## config.mk

```make
export PLATFORM = sky130hd
export DESIGN_NAME = noc_vc_output_port
export DESIGN_NICKNAME = d
export VERILOG_FILES = /design/src/rtl/noc_pkg.sv /design/src/rtl/noc_vc_fifo.sv /design/src/rtl/noc_vc_output_port.sv
export SDC_FILE = /design/constraint.sdc
export NUM_CORES = 1
export LEC_CHECK = 0
export ABC_CLOCK_PERIOD_IN_PS = 3140
export BUFFER_PORTS_ARGS = -buffer_cell sky130_fd_sc_hd__buf_2
export CORE_MARGIN = 2
export CORE_UTILIZATION = 60
export DETAILED_ROUTE_END_ITERATION = 12
export HOLD_SLACK_MARGIN = 0.1
export PLACE_DENSITY = 0.83
export SYNTH_ARGS = -nofsm -noshare
export SYNTH_HDL_FRONTEND = slang
export SYNTH_SLANG_ARGS = --single-unit
```

## constraint.sdc

```tcl
create_clock -name clk -period 3.14 [get_ports clk]
set_input_delay 0.471 -clock clk [delete_from_list [all_inputs] [get_ports clk]]
set_output_delay 0.471 -clock clk [all_outputs]
set_load 0.05 [all_outputs]
```

## src/rtl/noc_pkg.sv

```systemverilog
// Shared definitions for the NoC router output-port slice.
// Provides the default configuration constants, a helper for deriving
// VC id widths, the default flit / VC id types and the router port enum.
package noc_pkg;

  localparam int DEF_DATA_W     = 16;
  localparam int DEF_NUM_VC     = 2;
  localparam int DEF_FIFO_DEPTH = 4;
  localparam int DEF_CREDITS    = 4;

  // A VC id is always at least one bit wide, even with a single VC.
  function automatic int vc_width(input int num_vc);
    return (num_vc <= 1) ? 1 : $clog2(num_vc);
  endfunction

  localparam int DEF_VC_W   = vc_width(DEF_NUM_VC);
  localparam int DEF_CRED_W = $clog2(DEF_CREDITS + 1);

  typedef logic [DEF_DATA_W-1:0] flit_t;
  typedef logic [DEF_VC_W-1:0]   vc_id_t;

  typedef enum logic [2:0] {
    PORT_N = 3'd0,
    PORT_S = 3'd1,
    PORT_E = 3'd2,
    PORT_W = 3'd3,
    PORT_L = 3'd4
  } port_e;

endpackage

```

## src/rtl/noc_vc_fifo.sv

```systemverilog
// Single-clock FIFO holding the flits of one virtual channel.
// Ports:
//   clk, rst_n      clock, asynchronous active-low reset
//   push, din       write din when not full
//   pop, dout       dout is the head; pop advances it when not empty
//   full, empty     occupancy flags from the registered count
//   count           number of stored flits
module noc_vc_fifo #(
  parameter int DATA_W = 16,
  parameter int DEPTH  = 4
) (
  input  logic                       clk,
  input  logic                       rst_n,
  input  logic                       push,
  input  logic [DATA_W-1:0]          din,
  input  logic                       pop,
  output logic [DATA_W-1:0]          dout,
  output logic                       full,
  output logic                       empty,
  output logic [$clog2(DEPTH+1)-1:0] count
);

  localparam int PTR_W = $clog2(DEPTH);
  localparam int CNT_W = $clog2(DEPTH + 1);

  logic [DATA_W-1:0] mem_q [DEPTH];
  logic [DATA_W-1:0] mem_d [DEPTH];
  logic [PTR_W-1:0]  wr_ptr_q, wr_ptr_d;
  logic [PTR_W-1:0]  rd_ptr_q, rd_ptr_d;
  logic [CNT_W-1:0]  cnt_q, cnt_d;
  logic              do_push, do_pop;

  assign full    = (cnt_q == CNT_W'(DEPTH));
  assign empty   = (cnt_q == '0);
  assign count   = cnt_q;
  assign dout    = mem_q[rd_ptr_q];
  assign do_push = push && !full;
  assign do_pop  = pop && !empty;

  // DEPTH is a power of two, so the pointers wrap naturally.
  always_comb begin
    mem_d    = mem_q;
    wr_ptr_d = wr_ptr_q;
    rd_ptr_d = rd_ptr_q;
    if (do_push) begin
      mem_d[wr_ptr_q] = din;
      wr_ptr_d        = wr_ptr_q + 1'b1;
    end
    if (do_pop) begin
      rd_ptr_d = rd_ptr_q + 1'b1;
    end
    cnt_d = cnt_q + CNT_W'(do_push) - CNT_W'(do_pop);
  end

  always_ff @(posedge clk or negedge rst_n) begin
    if (!rst_n) begin
      mem_q    <= '{default: '0};
      wr_ptr_q <= '0;
      rd_ptr_q <= '0;
      cnt_q    <= '0;
    end else begin
      mem_q    <= mem_d;
      wr_ptr_q <= wr_ptr_d;
      rd_ptr_q <= rd_ptr_d;
      cnt_q    <= cnt_d;
    end
  end

endmodule

```

## src/rtl/noc_vc_output_port.sv

```systemverilog
// Router output port with NUM_VC virtual channels.
// Flits from the crossbar are queued per VC; a round-robin arbiter picks one
// VC per cycle that has both a queued flit and a downstream credit, and the
// chosen flit is registered onto the link together with its VC id.
// Ports:
//   clk, rst        clock, asynchronous active-low reset
//   data_i, vc_i    crossbar flit and its target VC
//   port_en         write strobe for data_i
//   inc_credit_i    per-VC credit return (multi-hot allowed)
//   full            per-VC FIFO full flags
//   data_o, vc_o    link flit and VC id, held when nothing is sent
//   send_data       link valid: high for exactly one cycle per flit
//   credit_o        packed per-VC credit counters, VC0 in the LSBs
//   err_o           sticky protocol error (bad write or credit overflow)
// Link handshake: there is no ready; a flit is transferred on every cycle
// send_data is high, and flow control is carried entirely by credits.
module noc_vc_output_port
  import noc_pkg::*;
#(
  parameter int DATA_W     = DEF_DATA_W,
  parameter int NUM_VC     = DEF_NUM_VC,
  parameter int FIFO_DEPTH = DEF_FIFO_DEPTH,
  parameter int CREDITS    = DEF_CREDITS,
  localparam int VC_W      = vc_width(NUM_VC),
  localparam int CRED_W    = $clog2(CREDITS + 1)
) (
  input  logic                     clk,
  input  logic                     rst,
  input  logic [DATA_W-1:0]        data_i,
  input  logic [VC_W-1:0]          vc_i,
  input  logic                     port_en,
  input  logic [NUM_VC-1:0]        inc_credit_i,
  output logic [NUM_VC-1:0]        full,
  output logic [DATA_W-1:0]        data_o,
  output logic [VC_W-1:0]          vc_o,
  output logic                     send_data,
  output logic [NUM_VC*CRED_W-1:0] credit_o,
  output logic                     err_o
);

  localparam int CNT_W = $clog2(FIFO_DEPTH + 1);

  logic [NUM_VC-1:0] push, pop, fifo_full, fifo_empty, eligible;
  logic [CNT_W-1:0]  fifo_cnt [NUM_VC];
  logic [DATA_W-1:0] head     [NUM_VC];

  logic [CRED_W-1:0] credit_q [NUM_VC];
  logic [CRED_W-1:0] credit_d [NUM_VC];
  logic [VC_W-1:0]   rr_q, rr_d;
  logic [DATA_W-1:0] data_q, data_d;
  logic [VC_W-1:0]   vc_q, vc_d;
  logic              send_q, send_d;
  logic              err_q, err_d;

  logic              vc_ok, wr_err, cr_err, grant_valid;
  logic [VC_W-1:0]   grant_vc, cand;

  for (genvar gv = 0; gv < NUM_VC; gv++) begin : g_vc
    noc_vc_fifo #(
      .DATA_W (DATA_W),
      .DEPTH  (FIFO_DEPTH)
    ) u_fifo (
      .clk   (clk),
      .rst_n (rst),
      .push  (push[gv]),
      .din   (data_i),
      .pop   (pop[gv]),
      .dout  (head[gv]),
      .full  (fifo_full[gv]),
      .empty (fifo_empty[gv]),
      .count (fifo_cnt[gv])
    );
  end

  // Write decode. A write toward a full VC is dropped even if that VC is
  // popped in the same cycle: the crossbar must never target a full VC.
  always_comb begin
    vc_ok  = (int'(vc_i) < NUM_VC);
    push   = '0;
    wr_err = port_en && !vc_ok;
    for (int v = 0; v < NUM_VC; v++) begin
      full[v]     = (fifo_cnt[v] == CNT_W'(FIFO_DEPTH));
      eligible[v] = !fifo_empty[v] && (credit_q[v] != '0);
      if (port_en && vc_ok && (vc_i == VC_W'(v))) begin
        if (fifo_full[v]) wr_err  = 1'b1;
        else              push[v] = 1'b1;
      end
    end
  end

  // Round-robin: scan upward from rr_q with wrap, first eligible VC wins.
  always_comb begin
    grant_valid = 1'b0;
    grant_vc    = '0;
    cand        = '0;
    for (int i = 0; i < NUM_VC; i++) begin
      cand = VC_W'((int'(rr_q) + i) % NUM_VC);
      if (!grant_valid && eligible[cand]) begin
        grant_valid = 1'b1;
        grant_vc    = cand;
      end
    end
    pop = '0;
    for (int v = 0; v < NUM_VC; v++) begin
      pop[v] = grant_valid && (grant_vc == VC_W'(v));
    end
  end

  // Credits: a grant and a return on the same VC cancel out. A return that
  // would push a counter past CREDITS is ignored and flagged.
  always_comb begin
    cr_err = 1'b0;
    for (int v = 0; v < NUM_VC; v++) begin
      credit_d[v] = credit_q[v];
      if (inc_credit_i[v] && !pop[v]) begin
        if (credit_q[v] == CRED_W'(CREDITS)) cr_err      = 1'b1;
        else                                  credit_d[v] = credit_q[v] + 1'b1;
      end else if (pop[v] && !inc_credit_i[v]) begin
        credit_d[v] = credit_q[v] - 1'b1;
      end
      credit_o[v*CRED_W +: CRED_W] = credit_q[v];
    end
  end

  always_comb begin
    send_d = grant_valid;
    data_d = data_q;
    vc_d   = vc_q;
    rr_d   = rr_q;
    if (grant_valid) begin
      data_d = head[grant_vc];
      vc_d   = grant_vc;
      rr_d   = (int'(grant_vc) == NUM_VC - 1) ? '0 : grant_vc + 1'b1;
    end
    err_d = err_q | wr_err | cr_err;
  end

  always_ff @(posedge clk or negedge rst) begin
    if (!rst) begin
      credit_q <= '{default: CRED_W'(CREDITS)};
      rr_q     <= '0;
      data_q   <= '0;
      vc_q     <= '0;
      send_q   <= 1'b0;
      err_q    <= 1'b0;
    end else begin
      credit_q <= credit_d;
      rr_q     <= rr_d;
      data_q   <= data_d;
      vc_q     <= vc_d;
      send_q   <= send_d;
      err_q    <= err_d;
    end
  end

  assign data_o    = data_q;
  assign vc_o      = vc_q;
  assign send_data = send_q;
  assign err_o     = err_q;

endmodule

```

==> qor.txt <==
Post-Route WL: 16.2 mm
Main combinational cell family by area after synthesis: multiplexers
Simple-Gate Fraction of Synth Area: 4.91%
Worst reg2reg startpoint: credit_o[4]$_DFFE_PN0P_
Max_slew headroom: 37.1%
IO Pins: 49
Initial antenna violation count: 0
Crit. Startpoint: credit_o[4]$_DFFE_PN0P_
HPWL Detailed: 9.99 mm
# Post-CTS Setup Buffers: 0
Leakage: 0.00386 uW
TritonCTS Buffers: 17
Antenna violation net count after detailed routing: 0
Largest net degree at the start of global routing: 91
CTS tree: built
Async SR Flop Fraction: 100%
Cell Chain, Critical Path: or3_1 -> a311oi_4 -> ha_1 -> inv_1 -> ha_1 -> fa_1 -> xor2_1 -> xnor2_1
Max incr delay on CP: 480 ps
Period utilization: 81.6%
Synthesized cell area: 7490 sq um
Crit path max-delay cell type: or3_1
Post-synthesis instance total: 515
Via count of the routed design: 4495
Commonest register cell after synthesis: dfrtp_1
Antenna cells: 0
Hold Crit Class: primary input to asynchronous set/reset pin
Detailed Routing Iterations Pass 1: 4
Setup slack, reg-to-reg: 580 ps
Mapped Nets: 553
Via density: 5.94
Status: complete, no violations
H-tree Lvls: 4
Syn Area/Cell: 14.5 sq um
First-pass GRT wire length: 26.1 mm
Yosys cell types: 40
Routability congestion estimate: 0.799
Vias in the first global route: 4991
Power per Cell Area: 1250 nW/um^2
Synth Area in XOR/XNOR: 1.52%
Synth Register Bits: 168
End of the worst register-to-register path: g_vc[0].u_fifo.count[2]$_DFF_PN0_
Critical Path RT: 3450 ps
CTS root buf: clkbuf_16
Crit-path most repeated cell: ha_1
Post-synthesis sequential area ratio: 56.1%
First DRT Iteration DRCs: 320
Buf/Inv on CP: 1
CTS Hold Bufs: 0
Placed Area: 7980 sq um
Full die area: 13400 sq um
CP delay by family, top: adder cells
Critical path endpoint: g_vc[0].u_fifo.count[2]$_DFF_PN0_
Clk Latency, worst-skew pair: 430 ps
Max-slew violations: 0
# rows: 40
Die width: 116 um
Port bufs: 48
CP arrival: 2880 ps
Setup tns final: 0 ps
Max Cap Violations: 0
FILL cells: 787
FMAX: 0.390 GHz
Crit Path Max Fanout: 7
Clk buf depth: 2
Compound-cell area share of the yosys netlist: 3.04%
CP endpoint kind: flop
Min Tclk post-route: 2560 ps
Sink Count: 168
Nets: 614
Worst Tran Pin Value: 944 ps
Reg clk slew, reported paths: 60 ps
Number of synthesized flops with an enable pin: 0
Total gr overflow: 0
Critical path depth: 8
Post-route design area: 8640 sq um
Height of the chip: 116 um
CP Class: flop to flop
Depth of the most critical reg-to-reg path: 8
CP Launch Type: flop
Routed WL per cell: 21.3 um
Worst VDD drop: 0.000550 V
Total Routing Usage GR: 26.5%
Area Overhead vs Synth: 15.3%
CTS resizes: 0
Final Skew: 6.65 ps
Mux cell area share after synthesis: 29.0%
Number of remaining DRC errors: 0
Multi-input gate area: 3120 sq um
Warnings from Yosys: 0
Register Area: 4210 sq um
RSZ-0062 raised after global routing: no
Share of layout cells above drive strength 1: 38.4%
Adder-Cell Fraction of Synth Area: 3.07%
# setup viols final: 0
Fin. Hold Viols: 0
Core Region: 12100 sq um
Initial Util: 61.9%
power breakdown:
| part | switching (uW) | internal, uW |
|---|---|---|
| registers | 793 | 3300 |
| logic | 2280 | 2100 |
| clock network | 837 | 1490 |
sequential cells by signal (all words and copies together), names as in the netlist:
signal / count
credit_o: 6
data_o: 16
err_o: 1
g_vc.u_fifo.count: 6
g_vc.u_fifo.mem_q: 128
g_vc.u_fifo.rd_ptr_q: 4
g_vc.u_fifo.wr_ptr_q: 4
rr_q: 1
send_data: 1
vc_o: 1
per-layer routing:
layer	wire (um)	GRT usage [%]
met3	1060	5.02
met1	6510	34.9
met2	8350	43.9
met5	0	0
met4	244	10.6
how the worst min path moves through the flow:
stage / from / endpoint / slack [ps] / cells after the start
after detailed placement: err_o$_DFF_PN0_ / err_o$_DFF_PN0_ / 460 / 1
after global routing: rst / g_vc[1].u_fifo.mem_q[49]$_DFFE_PN0P_ / 200 / 1
after CTS: rst / g_vc[1].u_fifo.mem_q[17]$_DFFE_PN0P_ / 160 / 1
after floorplan: rst / credit_o[0]$_DFFE_PN0P_ / 180 / 0
final: rst / g_vc[1].u_fifo.mem_q[33]$_DFFE_PN0P_ / 100 / 1
after global placement: err_o$_DFF_PN0_ / err_o$_DFF_PN0_ / 450 / 1
synthesized netlist by cell type (2+ instances only):
library cell | n | share of area, %
a31oi_1 | 16 | 1.3
buf_2 | 16 | 1.1
mux2_1 | 40 | 6.0
o22ai_1 | 2 | 0.17
or3_1 | 2 | 0.17
ha_1 | 12 | 2.0
o21ai_0 | 3 | 0.20
dfstp_2 | 2 | 0.70
o21ai_1 | 3 | 0.20
nor3b_1 | 2 | 0.20
nand2_1 | 52 | 2.6
clkbuf_1 | 7 | 0.35
inv_2 | 2 | 0.10
nor2_1 | 18 | 0.90
mux4_2 | 32 | 9.6
inv_1 | 12 | 0.60
dfrtp_1 | 166 | 55
fa_1 | 4 | 1.1
nor3_1 | 3 | 0.20
a32o_1 | 2 | 0.27
mux2_2 | 88 | 13
xor2_1 | 5 | 0.58
xnor2_1 | 8 | 0.94
buf_4 | 2 | 0.20
placed cells by master (no fill, tap or decap), types with 2 or more instances in the layout:
cell,n
fa_1,4
nor3_1,3
a32o_1,2
clkbuf_16,17
mux2_2,88
or3_1,2
inv_1,12
bufinv_16,6
buf_4,19
clkbuf_1,3
inv_2,2
ha_1,12
o22ai_1,2
clkinvlp_4,4
o21ai_1,2
mux2_1,40
xnor2_1,8
o21ai_0,3
buf_2,47
mux4_2,32
dfstp_2,2
dfrtp_1,166
nand2_1,52
nor3b_1,2
a31oi_1,16
xor2_1,5
nor2_1,18
area by class of cell:
cell class	count	share of cell area [%]
Clock buffer	20	5.05
Clock inverter	12	2.59
Inverter	14	0.608
Multi-Input combinational cell	308	36.1
Sequential cell	168	48.7
Tap cell	168	2.43
Timing Repair Buffer	67	4.50
per-stage QoR:
step                      util, %  hold slack [ps]  worst slack [ps]  cells  total power (uW)
after floorplan                 -              175               216    515              7270
after global placement       65.9              451               690    725              8130
after detailed placement     65.9              460               576    725              8470
after CTS                    71.4              160               570    757             10900
after global routing         71.4              197               440    757             11400
final                        71.4              102               577    757             10800
logic make-up after synthesis:
family | after synthesis
flops | 168
mux | 161
simple gates | 86
buf+inv | 39
compound gates | 32
fa+ha+maj | 16
xor+xnor | 13
No activity file was read; power rests on OpenSTA's default activity.
